### src/rtl/flash_cmd_seq.sv
// Purpose : StrataFlash command sequencer; expands read / program / erase / status
//           requests into command-byte bus cycles and polls status until ready.
// Latency : first fb_start 1 cycle after accept, next fb_start 1 cycle after each
//           fb_done, cmd_done 1 cycle after the final fb_done.
// Backpressure: one request at a time; cmd_start is ignored unless idle, and each
//           bus cycle stalls until fb_done returns.
// Ports   : CLK_50MHZ/RST (async active-low) ; cmd_* controller request/response ;
//           fb_* / direction_rw bus-cycle handshake to the Flash bus-cycle block.
module flash_cmd_seq #(
  parameter int MAX_POLLS = 1000,
  parameter int POLL_W    = 10
) (
  input  logic       CLK_50MHZ,
  input  logic       RST,
  input  logic       cmd_start,
  input  logic [1:0] cmd_op,
  input  logic [7:0] cmd_addr,
  input  logic [7:0] cmd_wdata,
  output logic       cmd_busy,
  output logic       cmd_done,
  output logic [7:0] cmd_rdata,
  output logic       cmd_error,
  output logic [7:0] fb_addr,
  output logic [7:0] fb_wdata,
  input  logic [7:0] fb_rdata,
  output logic       direction_rw,
  output logic       fb_start,
  input  logic       fb_done
);

  localparam logic [1:0] OP_READ   = 2'b00;
  localparam logic [1:0] OP_PROG   = 2'b01;
  localparam logic [1:0] OP_STATUS = 2'b11;

  typedef enum logic [3:0] {
    IDLE, CMD1, CMD2, STS_CMD, POLL, CLR_STS, READ_ARRAY, RD_DATA, FINISH
  } state_t;

  state_t            state;
  logic              wait_ph;   // 0 = ISSUE (fb_start high), 1 = WAIT for fb_done
  logic [1:0]        op_q;
  logic [7:0]        wdata_q;
  logic [POLL_W-1:0] poll_cnt;
  logic              err_q;     // error seen so far; published only at cmd_done

  state_t nxt_state;
  logic   nxt_done;
  logic   nxt_err;

  // Command byte driven for the write cycle of a given state.
  function automatic logic [7:0] cmd_byte(input state_t s, input logic [1:0] op,
                                          input logic [7:0] wd);
    case (s)
      CMD1:       return (op == OP_PROG) ? 8'h40 : 8'h20;
      CMD2:       return (op == OP_PROG) ? wd : 8'hD0;
      STS_CMD:    return 8'h70;
      CLR_STS:    return 8'h50;
      READ_ARRAY: return 8'hFF;
      default:    return 8'h00;
    endcase
  endfunction

  function automatic state_t first_state(input logic [1:0] op);
    case (op)
      OP_READ:   return READ_ARRAY;
      OP_STATUS: return STS_CMD;
      default:   return CMD1;
    endcase
  endfunction

  // Where the sequence goes when the current bus cycle completes.
  always_comb begin
    nxt_state = IDLE;
    nxt_done  = 1'b0;
    nxt_err   = 1'b0;
    case (state)
      CMD1:    nxt_state = CMD2;
      CMD2:    nxt_state = STS_CMD;
      STS_CMD: nxt_state = (op_q == OP_STATUS) ? RD_DATA : POLL;
      POLL: begin
        if (fb_rdata[7]) begin
          if (|fb_rdata[5:3]) begin
            nxt_state = CLR_STS;
            nxt_err   = 1'b1;
          end else begin
            nxt_state = READ_ARRAY;
          end
        end else if (poll_cnt == POLL_W'(MAX_POLLS - 1)) begin
          // Last allowed read still busy: give up, clear status, return to array mode.
          nxt_state = CLR_STS;
          nxt_err   = 1'b1;
        end else begin
          nxt_state = POLL;
        end
      end
      CLR_STS: nxt_state = READ_ARRAY;
      READ_ARRAY: begin
        if (op_q == OP_READ) nxt_state = RD_DATA;
        else                 nxt_done  = 1'b1;
      end
      RD_DATA: nxt_done = 1'b1;
      default: nxt_done = 1'b0;
    endcase
  end

  always_ff @(posedge CLK_50MHZ or negedge RST) begin
    if (!RST) begin
      state        <= IDLE;
      wait_ph      <= 1'b0;
      op_q         <= 2'b00;
      wdata_q      <= 8'h00;
      poll_cnt     <= '0;
      err_q        <= 1'b0;
      cmd_busy     <= 1'b0;
      cmd_done     <= 1'b0;
      cmd_rdata    <= 8'h00;
      cmd_error    <= 1'b0;
      fb_addr      <= 8'h00;
      fb_wdata     <= 8'h00;
      direction_rw <= 1'b0;
      fb_start     <= 1'b0;
    end else begin
      case (state)
        IDLE: begin
          cmd_done <= 1'b0;
          if (cmd_start) begin
            op_q         <= cmd_op;
            wdata_q      <= cmd_wdata;
            fb_addr      <= cmd_addr;
            cmd_busy     <= 1'b1;
            cmd_error    <= 1'b0;
            err_q        <= 1'b0;
            poll_cnt     <= '0;
            state        <= first_state(cmd_op);
            wait_ph      <= 1'b0;
            // Every sequence opens with a write cycle.
            fb_start     <= 1'b1;
            direction_rw <= 1'b1;
            fb_wdata     <= cmd_byte(first_state(cmd_op), cmd_op, cmd_wdata);
          end
        end
        FINISH: begin
          cmd_done <= 1'b0;
          state    <= IDLE;
        end
        CMD1, CMD2, STS_CMD, POLL, CLR_STS, READ_ARRAY, RD_DATA: begin
          if (!wait_ph) begin
            fb_start <= 1'b0;
            wait_ph  <= 1'b1;
          end else if (fb_done) begin
            if (state == POLL || state == RD_DATA) cmd_rdata <= fb_rdata;
            if (state == POLL) poll_cnt <= poll_cnt + 1'b1;
            if (nxt_done) begin
              state     <= FINISH;
              cmd_done  <= 1'b1;
              cmd_busy  <= 1'b0;
              cmd_error <= err_q;
            end else begin
              state        <= nxt_state;
              wait_ph      <= 1'b0;
              fb_start     <= 1'b1;
              direction_rw <= !(nxt_state == POLL || nxt_state == RD_DATA);
              fb_wdata     <= cmd_byte(nxt_state, op_q, wdata_q);
              if (nxt_err) err_q <= 1'b1;
            end
          end
        end
        default: begin
          state    <= IDLE;
          wait_ph  <= 1'b0;
          fb_start <= 1'b0;
          cmd_busy <= 1'b0;
          cmd_done <= 1'b0;
        end
      endcase
    end
  end

endmodule

### config.mk
export PLATFORM = sky130hd
export DESIGN_NAME = flash_cmd_seq
export DESIGN_NICKNAME = d
export VERILOG_FILES = /design/src/rtl/flash_cmd_seq.sv
export SDC_FILE = /design/constraint.sdc
export NUM_CORES = 1
export LEC_CHECK = 0
export CAP_MARGIN = 40
export CELL_PAD_IN_SITES_DETAIL_PLACEMENT = 0
export CELL_PAD_IN_SITES_GLOBAL_PLACEMENT = 2
export CORE_MARGIN = 1
export CORE_UTILIZATION = 33
export DETAILED_ROUTE_END_ITERATION = 16
export PLACE_DENSITY = 0.81
export SLEW_MARGIN = 20
export SYNTH_ARGS = -nofsm -noshare
export SYNTH_HDL_FRONTEND = slang
export SYNTH_SLANG_ARGS = --single-unit
### constraint.sdc
create_clock -name CLK_50MHZ -period 4.4 [get_ports CLK_50MHZ]
set_input_delay 0.88 -clock CLK_50MHZ [delete_from_list [all_inputs] [get_ports CLK_50MHZ]]
set_output_delay 0.88 -clock CLK_50MHZ [all_outputs]
set_load 0.02 [all_outputs]
==> key figures <==
Clock tree
  • Clock Tree Buf Depth: 2
  • Clock Pin Slew Worst Setup and Hold Paths: 0.10 ns
  • Clock Latency Late Sink: 0.31 ns
  • Clock root cell: clkbuf_8
  • Setup Fix Bufs, Post-CTS: 0
  • Htree depth: 2
  • TritonCTS clock tree: yes
  • Cts hold-fix bufs: 0
  • Num CTS Buffers: 5
  • Post_cts resized: 0
  • Clock sink total: 55

Yosys
  • Async S/R FF share, synth: 1.000
  • Sequential fraction of the synthesis area: 0.5051
  • Synth Instances: 280
  • Syn. warnings: 0
  • Yosys top cell area share: 0.5051
  • Most used DFF post-synth: dfrtp_1
  • Yosys reg bits: 55
  • Cell Area, Synth: 2725 um^2
  • Syn Nets: approximately 320
  • EDFF count, synth: 0
  • Biggest area consumer among synthesized cells: dfrtp_1
  • Largest cells by area after synthesis: dfrtp_1 (51%), nand2_1 (8.5%), mux2_2 (3.3%)
  • Average size of a mapped cell: 9.733 um^2
  • Distinct cells, synth: 55

Hold path
  • Worst Hold End: fb_addr[3]
  • HP Class: reg -> reg
  • Hold Path Origin: fb_addr[3]
  • Hold Path Depth: 2

Timing
  • Fin. max-slew vios: 0
  • Worst-margin pin slew: 0.8209 ns
  • Slew headroom: 0.4450
  • Fin crit period: 2.817 ns
  • RSZ-0062 raised after global routing: no
  • Hold WS: 0.4805 ns
  • Final hold vios: 0
  • Final period util: 0.6402
  • Max Fclk: 355.0 MHz
  • Final Setup Violations: 0
  • Clock Skew: 0.007683 ns
  • Setup TNS: 0 ns

Cells and area
  • Synth-to-layout area growth: 27.78%
  • Fillcell total: 790
  • Layout cells sized above 1: 0.07207
  • Diodes inserted: 0
  • NumNets Final: around 370

Power
  • Peak supply drop: around 0.00035 V
  • Clock share of power: 0.128
  • Tot Pwr: roughly 2400 uW
  • Int Power: 1425 uW
  • Net Switching: around 990 uW
  • Seq pwr share: 0.392
  • Switching portion of total power: 0.4108
  • Pwr dens: 694.5 nW/um^2
  • Gate power share: 0.480
  • Leak pwr: 0.001474 uW

GRT
  • Pin count of the biggest net entering global routing: 56
  • First-pass GRT wire length: 12.07 mm
  • Overflow after GRT: 0
  • Vias in the first global route: approximately 2300
  • Initial antenna violation count: 0
  • Overall routing resource usage: 0.1777

Floorplan
  • Chip height: 92.88 um
  • Row Count: 32
  • I/O Pins: just under 60
  • Initial core utilization: 0.3473
  • Core Region: 7848 um^2
  • DIE AREA: 8626 um^2
  • Die Span X: 92.88 um

Routing
  • Routed len/inst: 16.04 um
  • Router iterations before antenna repair: 4
  • Antenna-violating nets left: 0
  • Final wirelength: 6.977 mm
  • # DRC: 0
  • First DRT Iteration DRCs: 149
  • Vias: 2260
  • Detailed-route vias per instance: 5.195

Worst setup path
  • Crit-path max FO: 4
  • Worst reg2reg path depth: 4
  • Req. time, crit path: 4.63 ns
  • Startpoint Class: input port
  • Reg-to-reg startpoint: state[0]
  • R2r endpoint: fb_wdata[6]
  • Worst Path Arrival: just over 3 ns
  • Internal reg-to-reg setup slack: 1.96 ns
  • Crit Path Category: in -> reg
  • CP endpoint kind: flop

Placed design
  • DP HPWL: 4.863 mm
  • PortBufs: between 50 and 60
  • RePlAce Congestion: 0.7617

Flow run
  • Max-cap violation count: 0

Run status
  • Status: finished clean
==> power by group through the flow <==
stage	registers, uW	logic (uW)	clock network (uW)
after floorplan	1000	649	0
after global placement	953	1160	0
after detailed placement	956	1170	0
after CTS	946	1170	318
after global routing	985	1290	338
final	947	1160	310
==> synth_stat cells (4+ instances only) <==
| master | instances |
|---|---|
| a2111oi_0 | 5 |
| o31ai_1 | 4 |
| a21oi_1 | 8 |
| nand3_1 | 8 |
| o22a_1 | 5 |
| dfrtp_1 | 55 |
| mux2_2 | 8 |
| inv_1 | 6 |
| clkbuf_1 | 13 |
| ha_1 | 5 |
| o21ai_0 | 8 |
| or4_1 | 4 |
| nor3_1 | 5 |
| a31oi_1 | 6 |
| nand2_1 | 62 |
| nor2_1 | 17 |
==> cell type report <==
type,count,area [um^2],area share
timing repair buffer,61,598.1,0.1718
sequential,55,1376,0.3953
tap,102,127.6,0.03665
multi-input combinational,203,1257,0.3611
clock buffer,8,100.1,0.02875
inverter,6,22.52,0.006468
==> sequential cells by signal, summed over array words and instances (netlist names) <==
name          flops
cmd_busy          1
cmd_done          1
cmd_error         1
cmd_rdata         8
direction_rw      1
err_q             1
fb_addr           8
fb_start          1
fb_wdata          8
op_q              2
poll_cnt         10
state             4
wait_ph           1
wdata_q           8
==> cell usage in the layout (no fill, tap or decap), drive strengths merged, types with 3 or more instances in the layout <==
| master | instances |
|---|---|
| nor3 | 5 |
| dfrtp | 55 |
| a31oi | 6 |
| and2 | 3 |
| o22a | 5 |
| nor2b | 3 |
| a2111oi | 6 |
| clkdlybuf4s50 | 57 |
| or4 | 5 |
| ha | 5 |
| buf | 4 |
| and3 | 3 |
| nor2 | 17 |
| o21a | 3 |
| or3 | 3 |
| a22o | 3 |
| clkbuf | 8 |
| o21ai | 9 |
| nand2 | 62 |
| inv | 6 |
| nand3 | 8 |
| mux2 | 8 |
| xnor2 | 3 |
| a21oi | 8 |
| o31ai | 4 |
==> routing by layer <==
metal / wire (um) / GRT usage / vias up
met5: 0 / 0 / -
met4: 97 / 0.05128 / 0
met3: 320 / 0.03366 / 9
met2: 3264 / 0.2721 / 52
met1: 3295 / 0.2544 / 1085
li1: - / - / 1114
==> stage by stage <==
stage          utilization  std cells  instance area (um^2)  setup slack (ns)
6_report            0.4437        435                  3482             1.583
5_1_grt             0.4437        435                  3482             1.388
4_1_cts             0.4437        435                  3482             1.559
3_5_place_dp        0.4310        427                  3382             1.245
3_3_place_gp        0.4310        427                  3382             1.261
2_1_floorplan            -        280                  2725             2.086
==> cell families after synthesis <==
kind of cell / count (synthesis) / share of synthesized area
AND/OR/NAND/NOR: 122 / 0.2167
AO/OA/AOI/OAI: 64 / 0.1759
flip-flops: 55 / 0.5051
buffers and inverters: 22 / 0.03351
multiplexers: 8 / 0.03306
adder cells (fa/ha/maj): 5 / 0.02296
XOR/XNOR: 4 / 0.01286
==> worst max-delay path, stage by stage <==
cell	delay (ns)
clkdlybuf4s50_1	0.51
nor4b_1	0.69
a211oi_1	0.21
or4_4	0.57
a41oi_2	0.18
==> worst max-delay path by stage <==
stage	from	to	slack, ns	depth (start not counted)
final	fb_rdata[7]	fb_wdata[6]	1.58	5
after global placement	fb_rdata[7]	fb_wdata[6]	1.26	5
after CTS	fb_rdata[7]	fb_wdata[6]	1.56	5
after detailed placement	fb_rdata[7]	fb_wdata[6]	1.24	5
after global routing	fb_rdata[7]	fb_wdata[4]	1.39	5
after floorplan	fb_rdata[4]	fb_wdata[4]	2.09	4
Note: power is estimated with default switching activity, not from simulation.
